==> config.mk <==
export PLATFORM = sky130hd
export DESIGN_NAME = aes_block_loader
export DESIGN_NICKNAME = d
export VERILOG_FILES = /design/src/rtl/aes_pkg.sv /design/src/rtl/aes_block_loader_block_packer.sv /design/src/rtl/aes_block_loader.sv
export SDC_FILE = /design/constraint.sdc
export NUM_CORES = 1
export LEC_CHECK = 0
export CORE_MARGIN = 1.5
export CORE_UTILIZATION = 65
export CTS_CLUSTER_DIAMETER = 120
export DETAILED_ROUTE_END_ITERATION = 12
export DONT_BUFFER_PORTS = 1
export PLACE_DENSITY = 0.81
export SYNTH_ARGS = -nofsm -noshare
export SYNTH_HDL_FRONTEND = slang
export SYNTH_SLANG_ARGS = --single-unit
==> constraint.sdc <==
create_clock -name i_clk -period 3.5 [get_ports i_clk]
set_input_delay 0.875 -clock i_clk [delete_from_list [all_inputs] [get_ports i_clk]]
set_output_delay 0.875 -clock i_clk [all_outputs]
set_load 0.005 [all_outputs]
==> src/rtl/aes_pkg.sv <==
// ============================================================================
// aes_pkg
// Purpose : Shared constants, types and helpers for the AES plaintext loader.
//           Provides the byte/block geometry, the 128-bit block type, the
//           loader FSM state enum and the PKCS#7 pad-byte helper.
// Ports   : none (package)
// Config  : AES_LOADER_PKCS7_EN selects PKCS#7 padding in the loader top.
// ============================================================================
package aes_pkg;

    localparam int DATA_W    = 8;
    localparam int BLK_BYTES = 16;
    localparam int BLK_W     = DATA_W * BLK_BYTES;
    localparam int CNT_W     = 4;

    typedef logic [BLK_W-1:0] aes_block_t;

    typedef enum logic [1:0] {
        IDLE,
        FILL,
        PAD,
        PRESENT
    } loader_state_t;

    // PKCS#7 pads with the number of missing bytes; an empty remainder
    // (cnt == 0) yields a whole block of 0x10.
    function automatic logic [DATA_W-1:0] pkcs7_pad(input logic [CNT_W-1:0] cnt);
        return 8'(BLK_BYTES - int'(cnt));
    endfunction

endpackage

==> src/rtl/aes_block_loader_block_packer.sv <==
// ============================================================================
// block_packer
// Purpose : Byte shift register that assembles a 128-bit plaintext block.
//           Byte number byte_cnt lands in the block so that the first byte
//           popped ends up in bits [127:120]. Also fills the tail of a
//           partial block with a pad byte, and holds the byte counter.
// Ports   :
//   i_clk       in   1    system clock
//   i_rst       in   1    synchronous active-high reset
//   i_pop       in   1    store i_data at position byte_cnt, advance counter
//   i_data      in   8    byte being popped from the FIFO
//   i_pad       in   1    fill positions byte_cnt..15 with i_padByte
//   i_padByte   in   8    pad value
//   i_clear     in   1    block handed off; restart counter at 0
//   o_block     out  128  assembled block
//   o_byteCnt   out  4    number of bytes stored in the current block
// ============================================================================
module block_packer
    import aes_pkg::*;
(
    input  logic                 i_clk,
    input  logic                 i_rst,
    input  logic                 i_pop,
    input  logic [DATA_W-1:0]    i_data,
    input  logic                 i_pad,
    input  logic [DATA_W-1:0]    i_padByte,
    input  logic                 i_clear,
    output aes_block_t           o_block,
    output logic [CNT_W-1:0]     o_byteCnt
);

    // r_bytes[15] is bits [127:120], so byte position k lives at r_bytes[15-k].
    logic [BLK_BYTES-1:0][DATA_W-1:0] r_bytes;
    logic [CNT_W-1:0]                 r_byteCnt;

    // Store/pad the block and track how many bytes it holds. The counter
    // wraps from 15 to 0 on the 16th pop; after a padded block it is
    // explicitly cleared when the block is handed off.
    always_ff @(posedge i_clk) begin
        if (i_rst) begin
            r_bytes   <= '0;
            r_byteCnt <= '0;
        end else begin
            if (i_pop) begin
                // 15 - cnt is just the bitwise inverse for a 4-bit counter
                r_bytes[~r_byteCnt] <= i_data;
                r_byteCnt           <= r_byteCnt + 4'd1;
            end else if (i_pad) begin
                for (int k = 0; k < BLK_BYTES; k++) begin
                    if (4'(k) >= r_byteCnt) begin
                        r_bytes[BLK_BYTES-1-k] <= i_padByte;
                    end
                end
            end
            if (i_clear) begin
                r_byteCnt <= '0;
            end
        end
    end

    assign o_block   = r_bytes;
    assign o_byteCnt = r_byteCnt;

endmodule

==> src/rtl/aes_block_loader.sv <==
// ============================================================================
// aes_block_loader
// Purpose : Pops bytes from a first-word-fall-through FIFO, packs 16 of them
//           into a 128-bit plaintext block and offers it to the AES core with
//           a valid/ready handshake. When the USB packet ends, a partial block
//           is padded and flushed so no plaintext stalls in the loader.
// Ports   :
//   i_clk            in   1    system clock
//   i_rst            in   1    synchronous active-high reset
//   i_fifo_r_data    in   8    FIFO head byte (valid while !i_fifo_empty)
//   i_fifo_empty     in   1    FIFO empty flag
//   o_fifo_r_enable  out  1    pop FIFO head this cycle
//   i_pkt_end        in   1    one-cycle pulse: packet's last byte written
//   o_blk_data       out  128  plaintext block, first byte in [127:120]
//   o_blk_valid      out  1    o_blk_data valid
//   i_blk_ready      in   1    AES core accepts the block
//   o_blk_last       out  1    block is the final one of the packet
//   o_busy           out  1    packet in progress
// Config  : AES_LOADER_PKCS7_EN defined -> PKCS#7 padding (pad = 16-count,
//           extra 0x10 block for 16-multiple or empty packets). Undefined ->
//           zero padding and no extra block for 16-multiple/empty packets.
// ============================================================================
module aes_block_loader
    import aes_pkg::*;
(
    input  logic                 i_clk,
    input  logic                 i_rst,
    input  logic [DATA_W-1:0]    i_fifo_r_data,
    input  logic                 i_fifo_empty,
    output logic                 o_fifo_r_enable,
    input  logic                 i_pkt_end,
    output aes_block_t           o_blk_data,
    output logic                 o_blk_valid,
    input  logic                 i_blk_ready,
    output logic                 o_blk_last,
    output logic                 o_busy
);

    loader_state_t        r_state;
    loader_state_t        w_nextState;
    logic                 r_eopPend;
    logic                 r_blkLast;
    logic                 w_eopClr;
    logic                 w_pop;
    logic                 w_transfer;
    logic [CNT_W-1:0]     w_byteCnt;
    logic                 w_cntZero;
    logic                 w_cntLast;
    logic [DATA_W-1:0]    w_padByte;

    assign w_cntZero  = (w_byteCnt == '0);
    assign w_cntLast  = (w_byteCnt == 4'(BLK_BYTES-1));
    assign w_transfer = (r_state == PRESENT) && i_blk_ready;

`ifdef AES_LOADER_PKCS7_EN
    assign w_padByte = pkcs7_pad(w_byteCnt);
`else
    assign w_padByte = '0;
`endif

    block_packer u_packer (
        .i_clk     (i_clk),
        .i_rst     (i_rst),
        .i_pop     (w_pop),
        .i_data    (i_fifo_r_data),
        .i_pad     (r_state == PAD),
        .i_padByte (w_padByte),
        .i_clear   (w_transfer),
        .o_block   (o_blk_data),
        .o_byteCnt (w_byteCnt)
    );

    // State register plus the two flags that travel with it. A pkt_end that
    // coincides with the clearing event wins, so a new packet end is never lost.
    always_ff @(posedge i_clk) begin
        if (i_rst) begin
            r_state   <= IDLE;
            r_eopPend <= 1'b0;
            r_blkLast <= 1'b0;
        end else begin
            r_state <= w_nextState;
            if (i_pkt_end) begin
                r_eopPend <= 1'b1;
            end else if (w_eopClr) begin
                r_eopPend <= 1'b0;
            end
            if (r_state == PAD) begin
                r_blkLast <= 1'b1;
            end else if (w_transfer) begin
                r_blkLast <= 1'b0;
            end
        end
    end

    // Next-state logic. An end of packet with no pending bytes either
    // produces a full pad block (PKCS#7) or is simply retired.
    always_comb begin
        w_nextState = r_state;
        w_eopClr    = 1'b0;
        case (r_state)
            IDLE: begin
                if (!i_fifo_empty) begin
                    w_nextState = FILL;
                end else if (r_eopPend && w_cntZero) begin
`ifdef AES_LOADER_PKCS7_EN
                    w_nextState = PAD;
`else
                    w_eopClr    = 1'b1;
`endif
                end
            end
            FILL: begin
                if (w_pop && w_cntLast) begin
                    w_nextState = PRESENT;
                end else if (i_fifo_empty && r_eopPend) begin
                    if (!w_cntZero) begin
                        w_nextState = PAD;
                    end else begin
`ifdef AES_LOADER_PKCS7_EN
                        w_nextState = PAD;
`else
                        w_nextState = IDLE;
                        w_eopClr    = 1'b1;
`endif
                    end
                end
            end
            PAD: begin
                w_nextState = PRESENT;
            end
            PRESENT: begin
                if (i_blk_ready) begin
                    if (r_blkLast) begin
                        w_nextState = IDLE;
                        w_eopClr    = 1'b1;
                    end else begin
                        w_nextState = FILL;
                    end
                end
            end
            default: begin
                w_nextState = IDLE;
            end
        endcase
    end

    // Outputs. Popping is only allowed while filling, so backpressure from
    // the AES core is absorbed by the FIFO rather than by a skid buffer.
    always_comb begin
        w_pop           = (r_state == FILL) && !i_fifo_empty;
        o_fifo_r_enable = w_pop;
        o_blk_valid     = (r_state == PRESENT);
        o_blk_last      = (r_state == PRESENT) && r_blkLast;
        o_busy          = (r_state != IDLE) || r_eopPend;
    end

endmodule

==> metrics.yaml <==
outcome: "complete, no violations"
dp_hpwl_um: 8770
port_buffers: 0
maxSlewHeadroom_pct: 44.4
antenna_found_initial: 0
numCtsBuffers: 17
whs_endpoint: "r_blkLast$_SDFFE_PP0P_"
synth_seq_cells: 136
placed_cell_area_um2: 5220
endpoint_kind: "flip-flop"
drc: 0
fin_crit_sh_pct: 77.9
p_leak_nw: 2.03
postSynthAreaPerCell_um2: 10.4
first_global_vias: 3878
cts_buffer_depth: 2
crit_fanout: 11
h-tree-depth: 4
wl_met2_um: 6850
dp.cells: 571
routedWlPerCell_um: 23.0
setup_ws_ns: 0.775
critPathBufInv: 0
cts.sinks: 136
drive_above_1_share_pct: 10.4
cts_setup_buffers: 0
place_congestion: 0.854
crit_type: "flip-flop to flip-flop"
max_cap_viol_count: 0
final_common_cell: "dfxtp_1"
wl_met3_um: 1400
power_density_nw_per_um2: 612
cp_top_family: "simple AND/OR/NAND/NOR gates"
reg2reg_depth: 5
vias: 4051
stdcell_count: 603
row_count: 32
vias_per_cell: 6.72
ir_drop_uv: 356
period_needed_ns: 2.72
hold_path_class: "flip-flop to flip-flop"
r2r-end: "u_packer.o_block[71]$_SDFFE_PP0P_"
ys_seq_area_share_pct: 51.6
final_core_util_pct: 75.0
worstHoldStart: "r_blkLast$_SDFFE_PP0P_"
track_usage_pct: 32.2
p_total_mw: 3.58
root_buffer: "clkbuf_8"
skew_ns: 0.0137
wl_met1_um: 5500
wl_um: 13900
grt_overflow: 0
fin_setup_tns_ns: 0
cts_tree: "done"
design_area_um2: 5850
hold_violations: 0
first_pass_iters: 5
final_cell_mix: "136 x dfxtp_1, 47 x o2bb2ai_1, 35 x nand2_1"
grt_pass1_wl_um: 21200
start_kind: "flip-flop"
yosys_warnings: 0
yosysUniqueCellTypes: 57
fmax_mhz: 367
ctsResizeCount: 0
async_flop_share_pct: 0
path_cells: "ha_1 > nor2b_1 > nand4_2 > nor3b_2 > a2bb2o_1"
required_ns: 3.91
core_um2: 7810
hold_path_depth: 2
netlist_area_um2: 5280
place_ws_ns: 0.891
hold_buffers: 0
timing.rr.start: "u_packer.o_byteCnt[1]$_SDFFE_PP0P_"
drt_iter0_markers: 314
initial_core_util_pct: 67.6
setup_viol: 0
slew_viol_final: 0
die_width_um: 93.1
grt_max_degree: 79
postRouteAntennaNets: 0
syn-instance-count: 507
syn_nets: 525
synth-edff-count: 0
cp_slowest_stage_delay_ns: 0.67
path_clk_slew_ns: 0.06
tightest_slew_ns: 0.832
insertedDiodeCount: 0
rsz0062_at_grt: "false"
highest-signal-layer: "met4"
arrival_ns: 3.14
io_pins: 145
dominantRegCellSynth: "dfxtp_1"
synthToLayoutAreaGrowth_pct: 10.9
die_area_um2: 8670
final_nets: 506
crit_path_top_delay_cell: "nor2b_1"
die_y_um: 93.1
rrSetupSlack_ns: 0.78
hold_slack_ns: 0.454
clk_latency_ns: 0.54
==> power breakdown <==
part / total (mW) / internal (mW) / switching, mW
Sequential: 1.57 / 1.56 / 0.0112
Clock: 1.91 / 1.20 / 0.710
Combinational: 0.106 / 0.0358 / 0.0706
==> cell usage after synthesis, types with 9 or more instances <==
master	count	area (um^2)
a21oi_1	23	115
a2bb2o_1	9	90.1
a32o_1	16	160
and2_1	11	68.8
buf_2	13	65.1
clkbuf_1	14	52.6
dfxtp_1	136	2720
inv_1	22	82.6
mux2i_1	9	90.1
nand2_1	35	131
nand2b_1	12	75.1
nand4_1	11	68.8
nor2_1	26	97.6
o22ai_1	9	56.3
o2bb2ai_1	47	412
o32ai_1	16	140
==> metal layers <==
layer	global-route usage, %	vias up
li1	-	1855
met1	39.8	1987
met2	53.0	196
met3	11.3	13
met4	9.60	0
met5	0	-
==> registers in the layout (all words and copies together) (netlist names), named ones only <==
signal,cells
u_packer.o_block,128
u_packer.o_byteCnt,4
r_blkLast,1
r_eopPend,1
r_state,1
==> kinds of logic after synthesis <==
logic type               count (synthesis)  synth area share [%]
buffers and inverters                   64                  5.71
flip-flops                             136                  51.6
AND/OR/NAND/NOR                        128                  13.3
multiplexers                             9                  1.71
XOR/XNOR                                 3                 0.498
AO/OA/AOI/OAI                          162                  26.0
adder cells (fa/ha/maj)                  5                  1.19
==> worst max-delay path by stage <==
stage | from | to | cells past startpoint
after floorplan | i_fifo_empty | o_fifo_r_enable | 3
after global placement | u_packer.o_byteCnt[1]$_SDFFE_PP0P_ | u_packer.o_block[71]$_SDFFE_PP0P_ | 5
after detailed placement | u_packer.o_byteCnt[1]$_SDFFE_PP0P_ | u_packer.o_block[71]$_SDFFE_PP0P_ | 5
after CTS | u_packer.o_byteCnt[1]$_SDFFE_PP0P_ | u_packer.o_block[71]$_SDFFE_PP0P_ | 5
after global routing | u_packer.o_byteCnt[1]$_SDFFE_PP0P_ | u_packer.o_block[71]$_SDFFE_PP0P_ | 5
final | u_packer.o_byteCnt[1]$_SDFFE_PP0P_ | u_packer.o_block[71]$_SDFFE_PP0P_ | 5
==> worst register-to-register path, stage by stage (launching register included) <==
cell      delay (ns)
dfxtp_1         0.55
ha_1            0.41
nor2b_1         0.67
nand4_2         0.36
nor3b_2         0.33
a2bb2o_1        0.29
==> layout make-up <==
type / count / area, um^2
tap: 102 / 128
inverter: 22 / 82.6
clock inverter: 14 / 206
sequential: 136 / 2720
timing repair buffer: 4 / 30.0
clock buffer: 18 / 428
multi-input combinational: 307 / 2250
fill: 562 / 1960
(Power assumes the default switching activity.)
